**config.mk**
```make
export PLATFORM = sky130hd
export DESIGN_NAME = replacer_extend_p
export DESIGN_NICKNAME = d
export VERILOG_FILES = /design/src/rtl/replacer_extend_p.sv
export SDC_FILE = /design/constraint.sdc
export NUM_CORES = 1
export LEC_CHECK = 0
export BUFFER_PORTS_ARGS = -buffer_cell sky130_fd_sc_hd__buf_2
export CAP_MARGIN = 15
export CORE_MARGIN = 2
export CORE_UTILIZATION = 48
export DETAILED_ROUTE_END_ITERATION = 8
export GPL_ROUTABILITY_DRIVEN = 0
export GPL_TIMING_DRIVEN = 0
export PLACE_DENSITY_LB_ADDON = 0.12
export SLEW_MARGIN = 10
export SYNTH_ARGS = -nofsm -noshare
export SYNTH_HDL_FRONTEND = slang
export SYNTH_SLANG_ARGS = --single-unit
```
**constraint.sdc**
```tcl
create_clock -name clk -period 2.8 [get_ports clk]
set_input_delay 0.56 -clock clk [delete_from_list [all_inputs] [get_ports clk]]
set_output_delay 0.56 -clock clk [all_outputs]
set_load 0.1 [all_outputs]
```
**src/rtl/replacer_extend_p.sv**
```systemverilog
// Run-length replacer: each count word selects a copy run (video words passed through)
// or a replace run (FILL words inserted, or video words dropped when REPL_MODE=1).
module replacer_extend_p #(
    parameter int unsigned        DATA_W    = 8,
    parameter int unsigned        CNT_W     = 8,
    parameter int unsigned        REPL_MODE = 0,
    parameter logic [DATA_W-1:0]  FILL      = '0
) (
    input  logic              clk,
    input  logic              rst,
    input  logic              clk_en,
    input  logic [DATA_W-1:0] vid_in,
    input  logic [CNT_W-1:0]  cnt_in,
    input  logic              vid_empty,
    input  logic              cnt_empty,
    input  logic              last_sign_in,
    input  logic              out_afull,
    output logic              vid_rd,
    output logic              cnt_rd,
    output logic [DATA_W-1:0] data_out,
    output logic              data_wr,
    output logic              frame_done
);

    typedef enum logic [2:0] {IDLE, LOAD, COPY, REPL, DROP} state_t;

    state_t            r_state;
    logic [CNT_W-2:0]  r_cnt;
    logic              r_last;
    logic              r_rd_d1;
    logic              r_data_wr;
    logic              r_frame_done;
    logic [DATA_W-1:0] r_data_out;

    logic              w_vid_rd;
    logic              w_cnt_rd;
    logic              w_fill_issue;
    logic              w_step;
    logic [CNT_W-2:0]  w_n;
    logic [CNT_W-2:0]  w_cnt_dec;

    // Strobes are combinational so they drop the very cycle empty/afull rises.
    always_comb begin
        w_n          = cnt_in[CNT_W-2:0];
        w_cnt_dec    = r_cnt - 1'b1;
        w_cnt_rd     = rst && clk_en && (r_state == IDLE) && !cnt_empty;
        w_vid_rd     = rst && clk_en && !vid_empty &&
                       (((r_state == COPY) && !out_afull) || (r_state == DROP));
        w_fill_issue = rst && clk_en && (r_state == REPL) && !out_afull;
        w_step       = w_vid_rd || w_fill_issue;
    end

    assign vid_rd     = w_vid_rd;
    assign cnt_rd     = w_cnt_rd;
    assign data_out   = r_data_out;
    assign data_wr    = r_data_wr && clk_en;
    assign frame_done = r_frame_done && clk_en;

    always_ff @(posedge clk or negedge rst) begin
        if (!rst) begin
            r_state      <= IDLE;
            r_cnt        <= '0;
            r_last       <= 1'b0;
            r_rd_d1      <= 1'b0;
            r_data_wr    <= 1'b0;
            r_frame_done <= 1'b0;
            r_data_out   <= '0;
        end else if (clk_en) begin
            r_frame_done <= 1'b0;
            r_rd_d1      <= w_vid_rd && (r_state == COPY);

            // A copy capture and a fill issue can never coincide: runs are separated by IDLE/LOAD.
            if (r_rd_d1) begin
                r_data_out <= vid_in;
                r_data_wr  <= 1'b1;
            end else if (w_fill_issue) begin
                r_data_out <= FILL;
                r_data_wr  <= 1'b1;
            end else begin
                r_data_wr  <= 1'b0;
            end

            case (r_state)
                IDLE: begin
                    if (w_cnt_rd) r_state <= LOAD;
                end
                LOAD: begin
                    r_cnt  <= w_n;
                    r_last <= last_sign_in;
                    if (w_n == '0) begin
                        r_state      <= IDLE;
                        r_frame_done <= last_sign_in;
                    end else if (!cnt_in[CNT_W-1]) begin
                        r_state <= COPY;
                    end else if (REPL_MODE == 0) begin
                        r_state <= REPL;
                    end else begin
                        r_state <= DROP;
                    end
                end
                COPY, REPL, DROP: begin
                    if (w_step) begin
                        r_cnt <= w_cnt_dec;
                        if (w_cnt_dec == '0) begin
                            r_state      <= IDLE;
                            r_frame_done <= r_last;
                        end
                    end
                end
                default: r_state <= IDLE;
            endcase
        end
    end

endmodule

```
==> results.json, run 1 <==
{
  "core_um2": 2190,
  "drv_cap": 0,
  "rsz0062_at_grt": "no",
  "critical_path_class": "in -> out",
  "clockBufferDepth": 2,
  "wl_per_cell_um": 14.0,
  "timing.final.ws_setup_ns": 0.285,
  "p_total_uw": 1590,
  "critPathMaxFanout": 24,
  "initial_core_util": 0.506,
  "synth.area.top_cells": "dfrtp_1, a22o_1, o21ai_0",
  "dpl.hpwl_um": 1900,
  "path_clk_slew_ns": 0.12,
  "cts_tree": "yes",
  "synth-seq-cells": 21,
  "p_leak_uw": 0.000676,
  "slowest_delay_ns": 0.46,
  "nFillCells": 198,
  "cp_slowest_cell": "buf_2",
  "cp.required_ns": 2.24,
  "ios": 35,
  "io_buffer_count": 33,
  "seq_area_um2": 526,
  "ir_drop_v": 0.000696,
  "hold_viol": 0,
  "setup_viol": 0,
  "crit_arrival_ns": 1.95,
  "dpl_cell_area_um2": 1320,
  "nNetsFinal": 178,
  "min_period_ns": 2.51,
  "antenna_found_initial": 0,
  "grt_pass1_vias": 950,
  "drt_pass1_iterations": 4,
  "die_w_um": 52.1,
  "synth_edf_count": 0,
  "finalCritPeriodShare": 0.898,
  "syn2layout_area_growth_pct": 21.8,
  "grt_pass1_wl_um": 4210,
  "grt_max_degree": 25,
  "worst_setup_path_start_kind": "input port",
  "diodes": 0,
  "synth_cells": 115,
  "run_status": "complete, no violations",
  "grt-ovfl-total": 0,
  "die_h_um": 52.1,
  "cp_cell_sequence": "clkbuf_4 -> nor2b_1 -> nand3_1 -> nor3_2 -> buf_2",
  "syn_nets": 140,
  "powerDensity_nw_per_um2": 1180,
  "cts_buffers": 3,
  "drt-vias-per-instance": 5.69,
  "slew_violations": 0,
  "rows": 17,
  "synth_top_area_frac": 0.474,
  "place_inst": 176,
  "synth_cell_type_count": 37,
  "grtUsageTotal": 0.209,
  "skew_ns": 0.00556,
  "vias": 1024,
  "path_delay_family": "buffers and inverters",
  "post-route-drc-count": 0,
  "synth_flop_cell": "dfrtp_1",
  "design_area_um2": 1350,
  "synth.most_common_cell": "dfrtp_1",
  "dpl_worst_slack_ns": 0.155,
  "critPathBufInv": 2,
  "root_buffer": "clkbuf_4",
  "yosysTopAreaCell": "dfrtp_1",
  "multi_input_area_um2": 541,
  "tightest_slew_ns": 0.685,
  "fmax_ghz": 0.398,
  "yosysSeqAreaShare": 0.474,
  "routed_wl_um": 2530,
  "drive_gt1_frac": 0.303,
  "clk_latency_ns": 0.29,
  "final_util": 0.616,
  "stdcell_count": 180,
  "synthArstFlopShare": 1.00,
  "slew_headroom": 0.543,
  "cts-htree-levels": 1,
  "final_antenna_net_count": 0,
  "ys_warn_count": 0,
  "hold_class": "in -> async",
  "cts.sinks": 21,
  "crit_path_end_kind": "output port",
  "drt_iter0_markers": 13,
  "die-area_um2": 2710,
  "synth_common_cells": "dfrtp_1, nand2_1, o21ai_0",
  "syn_area_um2": 1110,
  "avgSynthCellArea_um2": 9.64
}
[cell families (layout without fill, tap and decap cells)]
family | count (synthesis) | count (layout) | share of synthesized area
AO/OA/AOI/OAI | 38 | 38 | 0.240
multiplexers | 1 | 1 | 0.00903
adder cells (fa/ha/maj) | 2 | 2 | 0.0226
flip-flops | 21 | 21 | 0.474
XOR/XNOR | 1 | 1 | 0.00790
buffers and inverters | 12 | 49 | 0.0485
AND/OR/NAND/NOR | 40 | 40 | 0.198
[per-stage QoR]
stage          setup TNS, ns  hold slack [ns]
2_1_floorplan         -0.273            0.264
3_3_place_gp               0            0.455
3_5_place_dp               0            0.474
4_1_cts                    0            0.229
5_1_grt                    0            0.179
6_report                   0            0.164
[timing repair]
item	CTS	global route
setup endpoints to repair	0	1
gates resized for setup	0	1
hold buffers	0	0
buffers inserted	0	0
[layout by cell type (no fill, tap or decap), types with 3 or more instances in the layout]
master,count
buf_2,33
dfrtp_1,21
nand2_1,10
o21ai_0,10
a22o_1,8
inv_1,7
nor2_1,6
nand3_1,4
a21oi_1,4
clkbuf_4,4
nor2b_1,3
nor3_1,3
o31ai_1,3
[flip-flops by register name, indices dropped and copies added, names as in the netlist]
register / count
r_cnt: 7
r_rd_d1: 1
r_frame_done: 1
data_out: 8
r_data_wr: 1
r_last: 1
r_state: 2
[cell type report]
type / instances / share of cell area
multi-input cells: 82 / 0.400
flip-flops and latches: 21 / 0.389
plain buffers: 5 / 0.0204
clock inverters: 1 / 0.00371
well taps: 28 / 0.0260
clock buffers: 3 / 0.0167
inverters: 7 / 0.0195
repair buffers: 33 / 0.124
[power breakdown]
part           leakage (µW)  internal, µW  switching (µW)
Clock             0.0000177          53.1            88.7
Combinational      0.000396           229             699
Sequential         0.000262           421            96.5
Total              0.000676           703             884
[path summary, 6_finish.rpt]
check	startpoint	to	slack, ns	depth (start not counted)
setup / recovery	rst	vid_rd	0.29	5
hold / removal	rst	r_cnt[1]	0.16	1
setup reg to reg	r_cnt[0]	r_state[0]	0.58	7
hold reg to reg	r_rd_d1	r_rd_d1	0.50	1
max in group asynchronous	rst	r_cnt[4]	2.40	1
min in group clk	vid_in[7]	data_out[7]	0.49	2
[routing by layer]
layer,track usage,share of wire,vias to the layer above
met5,0,0,-
met4,0.0702,0.0067,0
met3,0.0287,0.054,2
met2,0.340,0.49,29
met1,0.284,0.45,491
li1,-,-,502
Power figures use the tool's default switching activity.
==> run 2: changes to the inputs <==
CORE_UTILIZATION = 45   (was 48)
clock period = 2.2 ns   (was 2.8 ns; I/O delays follow)
==> results.json, run 2 (synthesis results as in run 1) <==
{
  "largest_reg_flops": 8,
  "die_w_um": 53.6,
  "cp_slowest_cell": "or4_4",
  "die-area_um2": 2880,
  "r2r-start": "r_cnt[1]",
  "run_status": "complete, no violations",
  "cp.required_ns": 2.43,
  "most-common-layout-cells": "buf_2, dfrtp_1, nand2_1, o21ai_0, a22o_1",
  "critical_path_class": "reg -> reg",
  "grtUsageTotal": 0.214,
  "worst_setup_path_start_kind": "flip-flop",
  "finalCritPeriodShare": 0.961,
  "tightest_slew_ns": 0.662,
  "wl_per_cell_um": 14.8,
  "post-route-drc-count": 0,
  "root_buffer": "clkbuf_4",
  "core_um2": 2280,
  "ir_drop_v": 0.00142,
  "slew_violations": 0,
  "ios": 35,
  "reg2reg_depth": 7,
  "io_buffer_count": 33,
  "r2r_end": "r_state[0]",
  "path_clk_slew_ns": 0.12,
  "cts-htree-levels": 1,
  "syn2layout_area_growth_pct": 28.8,
  "crit_arrival_ns": 2.34,
  "grt_max_degree": 25,
  "drv_cap": 0,
  "grt_pass1_vias": 968,
  "hold_class": "in -> async",
  "powerDensity_nw_per_um2": 1470,
  "hold_viol": 0,
  "fmax_ghz": 0.473,
  "min_period_ns": 2.11,
  "initial_core_util": 0.487,
  "dpl.hpwl_um": 2000,
  "drive_gt1_frac": 0.338,
  "cts_tree": "yes",
  "slowest_delay_ns": 0.44,
  "holdWs_ns": 0.0311,
  "p_leak_uw": 0.000692,
  "crit_path_end_kind": "flip-flop",
  "cts.sinks": 21,
  "cp_cell_sequence": "inv_1 -> ha_4 -> or3b_4 -> or4_4 -> nand4_2 -> o21ai_1 -> a221oi_2",
  "die_h_um": 53.6,
  "clk_latency_ns": 0.31,
  "critPathMaxFanout": 4,
  "drt_pass1_iterations": 4,
  "skew_ns": 0.00258,
  "nFillCells": 203,
  "final_util": 0.627,
  "final_common_cell": "buf_2",
  "grt-ovfl-total": 0,
  "final_antenna_net_count": 0,
  "r2r_setup_slack_ns": 0.09,
  "drt_iter0_markers": 13,
  "clockBufferDepth": 2,
  "routed_wl_um": 2690,
  "antenna_found_initial": 0,
  "cts_buffers": 3,
  "slew_headroom": 0.559,
  "nNetsFinal": 180,
  "diodes": 0,
  "rows": 17,
  "grt_pass1_wl_um": 4340,
  "drt-vias-per-instance": 5.59,
  "setup_viol": 0,
  "vias": 1017
}
## run 2: cell types whose count changed in the layout (fill, tap and decap cells not counted), sizes merged
cell    previous run  this run
clkbuf             6         5
buf               35        38
## run 2: area by class of cell
type | instances | area, µm² | share of cell area
timing repair buffer | 35 | 204 | 0.143
tap | 28 | 35.0 | 0.0245
clock inverter | 1 | 5.00 | 0.00351
sequential | 21 | 526 | 0.368
buffer | 5 | 27.5 | 0.0193
inverter | 7 | 26.3 | 0.0184
multi-input combinational | 82 | 582 | 0.408
clock buffer | 3 | 22.5 | 0.0158
## run 2: timing repair
item                       in CTS  in global routing
hold endpoints to repair        0                 21
buffers inserted                1                  0
hold buffers                    0                  1
resized for setup               4                  4
setup endpoints to repair       4                  4
## run 2: how the worst max path moves through the flow
stage	startpoint	end	slack (ns)	cells past startpoint
global route	r_cnt[1]	r_state[0]	-0.01	7
global placement	rst	vid_rd	-0.22	5
CTS	r_cnt[1]	r_state[0]	0.02	7
detailed placement	rst	vid_rd	-0.23	5
finish	r_cnt[1]	r_state[0]	0.09	7
floorplan	clk_en	cnt_rd	-0.007	3
## run 2: routing by layer
layer,part of all wire,vias up,track usage
met5,0,-,0
met4,0.020,0,0.115
met3,0.054,7,0.0444
li1,-,505,-
met2,0.48,34,0.340
met1,0.45,471,0.273
## run 2: critical path, delay by kind of cell (launching register included)
kind	cells	cell delay (ns)
compound gates	2	0.34
fa+ha+maj	1	0.17
buf+inv	1	0.14
flops	1	0.41
simple gates	3	0.98
## run 2: where the power goes
part | total [µW] | leakage (µW) | internal [µW] | switching, µW
logic | 1250 | 0.000411 | 335 | 918
clock network | 193 | 0.0000177 | 68.0 | 125
registers | 654 | 0.000262 | 535 | 119
total | 2100 | 0.000692 | 939 | 1160
## run 2: stage by stage
step | setup TNS, ns | setup WS [ns] | cell area [µm²] | instances | total power, µW
finish | 0 | 0.0862 | 1430 | 182 | 2100
CTS | 0 | 0.0185 | 1380 | 181 | 2070
global route | -0.0130 | -0.0130 | 1430 | 182 | 2230
floorplan | -0.00749 | -0.00749 | 1140 | 115 | 1630
detailed placement | -0.351 | -0.235 | 1340 | 176 | 1860
global placement | -0.248 | -0.220 | 1340 | 176 | 1830
==> run 3: changes to the inputs <==
CTS_BUF_LIST = sky130_fd_sc_hd__clkbuf_8 sky130_fd_sc_hd__clkbuf_16   (was not set)
==> results.json, run 3 (synthesis results as in run 1) <==
{
  "drv_cap": 0,
  "die_w_um": 53.6,
  "drt_iter0_markers": 18,
  "power_frac_seq": 0.304,
  "seq_area_um2": 526,
  "internal_power_uw": 1000,
  "final_antenna_net_count": 0,
  "cts-htree-levels": 1,
  "pwr-share-clk": 0.117,
  "grt-ovfl-total": 0,
  "core_um2": 2280,
  "die_h_um": 53.6,
  "skew_ns": 0.00223,
  "grt_max_degree": 25,
  "crit_arrival_ns": 2.31,
  "slew_headroom": 0.564,
  "grtUsageTotal": 0.212,
  "slew_violations": 0,
  "drt-vias-per-instance": 5.55,
  "largest_reg_flops": 8,
  "post-route-drc-count": 0,
  "cp.required_ns": 2.37,
  "root_buffer": "clkbuf_8",
  "final_common_cell": "buf_2",
  "cts_buffers": 3,
  "min_period_ns": 2.14,
  "syn2layout_area_growth_pct": 29.3,
  "ir_drop_v": 0.00149,
  "initial_core_util": 0.487,
  "finalCritPeriodShare": 0.971,
  "ios": 35,
  "grt_pass1_vias": 969,
  "hold_class": "in -> async",
  "clockBufferDepth": 2,
  "powerDensity_nw_per_um2": 1510,
  "path_clk_slew_ns": 0.08,
  "fin_setup_tns_ns": 0,
  "r2r-start": "r_cnt[0]",
  "p_sw_uw": 1170,
  "cts.sinks": 21,
  "critPathMaxFanout": 4,
  "rows": 17,
  "multi_input_area_um2": 582,
  "io_buffer_count": 33,
  "most-common-layout-cells": "buf_2, dfrtp_1, nand2_1, o21ai_0, a22o_1",
  "clk_latency_ns": 0.26,
  "worst_setup_path_start_kind": "flip-flop",
  "comb_power_share": 0.578,
  "holdWs_ns": 0.0101,
  "run_status": "complete, no violations",
  "wl_per_cell_um": 14.6,
  "die-area_um2": 2880,
  "cts_tree": "yes",
  "nNetsFinal": 180,
  "nFillCells": 202,
  "setup_viol": 0,
  "crit_path_end_kind": "flip-flop",
  "p_sw_frac": 0.538,
  "tightest_slew_ns": 0.654,
  "drive_gt1_frac": 0.338,
  "setup.worst_path.start": "r_cnt[0]",
  "routed_wl_um": 2650,
  "diodes": 0,
  "grt_pass1_wl_um": 4350,
  "fmax_ghz": 0.468,
  "dpl.hpwl_um": 2000,
  "holdBufCountCts": 0,
  "p_leak_uw": 0.000694,
  "antenna_found_initial": 0,
  "hold_viol": 0,
  "vias": 1011,
  "p_total_uw": 2170,
  "critical_path_class": "reg -> reg",
  "drt_pass1_iterations": 4
}
==> run 3: cell types whose count changed in the layout (fill, tap and decap cells not counted) <==
cell      before  now
clkbuf_8       0    3
buf_12         1    0
clkbuf_4       3    1
==> run 3: path summary, 6_finish.rpt <==
check	to	slack, ns	depth (start not counted)
worst max-delay path	r_state[0]	0.06	7
worst min-delay path	r_cnt[6]	0.01	1
worst max register to register	r_state[0]	0.06	7
worst min register to register	r_rd_d1	0.48	1
max in group asynchronous	data_out[2]	2.00	1
min in group clk	data_out[6]	0.40	2
==> run 3: stage by stage <==
step	util	instance area, µm²	setup slack (ns)	instances
after CTS	0.616	1400	0.0267	180
after global placement	0.588	1340	-0.220	176
final	0.630	1430	0.0639	182
after global routing	0.630	1430	-0.0161	182
after floorplan	-	1140	-0.00749	115
after detailed placement	0.588	1340	-0.235	176
==> run 3: final cells by class <==
class,count,area share
plain buffers,5,0.0192
well taps,28,0.0244
inverters,7,0.0183
flip-flops and latches,21,0.366
repair buffers,35,0.134
multi-input cells,82,0.406
clock buffers,3,0.0288
clock inverters,1,0.00349
==> run 3: worst max-delay path, cell delays in order (launching register included) <==
cell      delay [ns]
dfrtp_1         0.41
inv_1           0.15
ha_4            0.17
or3b_4          0.41
or4_4           0.44
nand4_2         0.14
o21ai_1         0.10
a221oi_2        0.24
==> run 3: per-layer routing <==
metal,GRT usage,vias to the layer above,wire [µm]
met3,0.0333,4,115
met1,0.281,479,1230
met4,0.0940,0,31
met5,0,-,0
met2,0.340,24,1270
li1,-,504,-
==> run 3: timing repair <==
action | CTS | global route
endpoints found under the hold margin | 0 | 0
setup endpoints to repair | 3 | 4
resized for setup | 5 | 3
setup buffers | 0 | 2
==> run 3: power groups by stage <==
| stage | logic, µW | registers (µW) | clock network [µW] |
|---|---|---|---|
| 6_report | 1260 | 660 | 255 |
| 5_1_grt | 1340 | 680 | 282 |
| 4_1_cts | 1210 | 663 | 264 |
| 3_5_place_dp | 1190 | 667 | 0 |
| 3_3_place_gp | 1170 | 656 | 0 |
| 2_1_floorplan | 433 | 1190 | 0 |
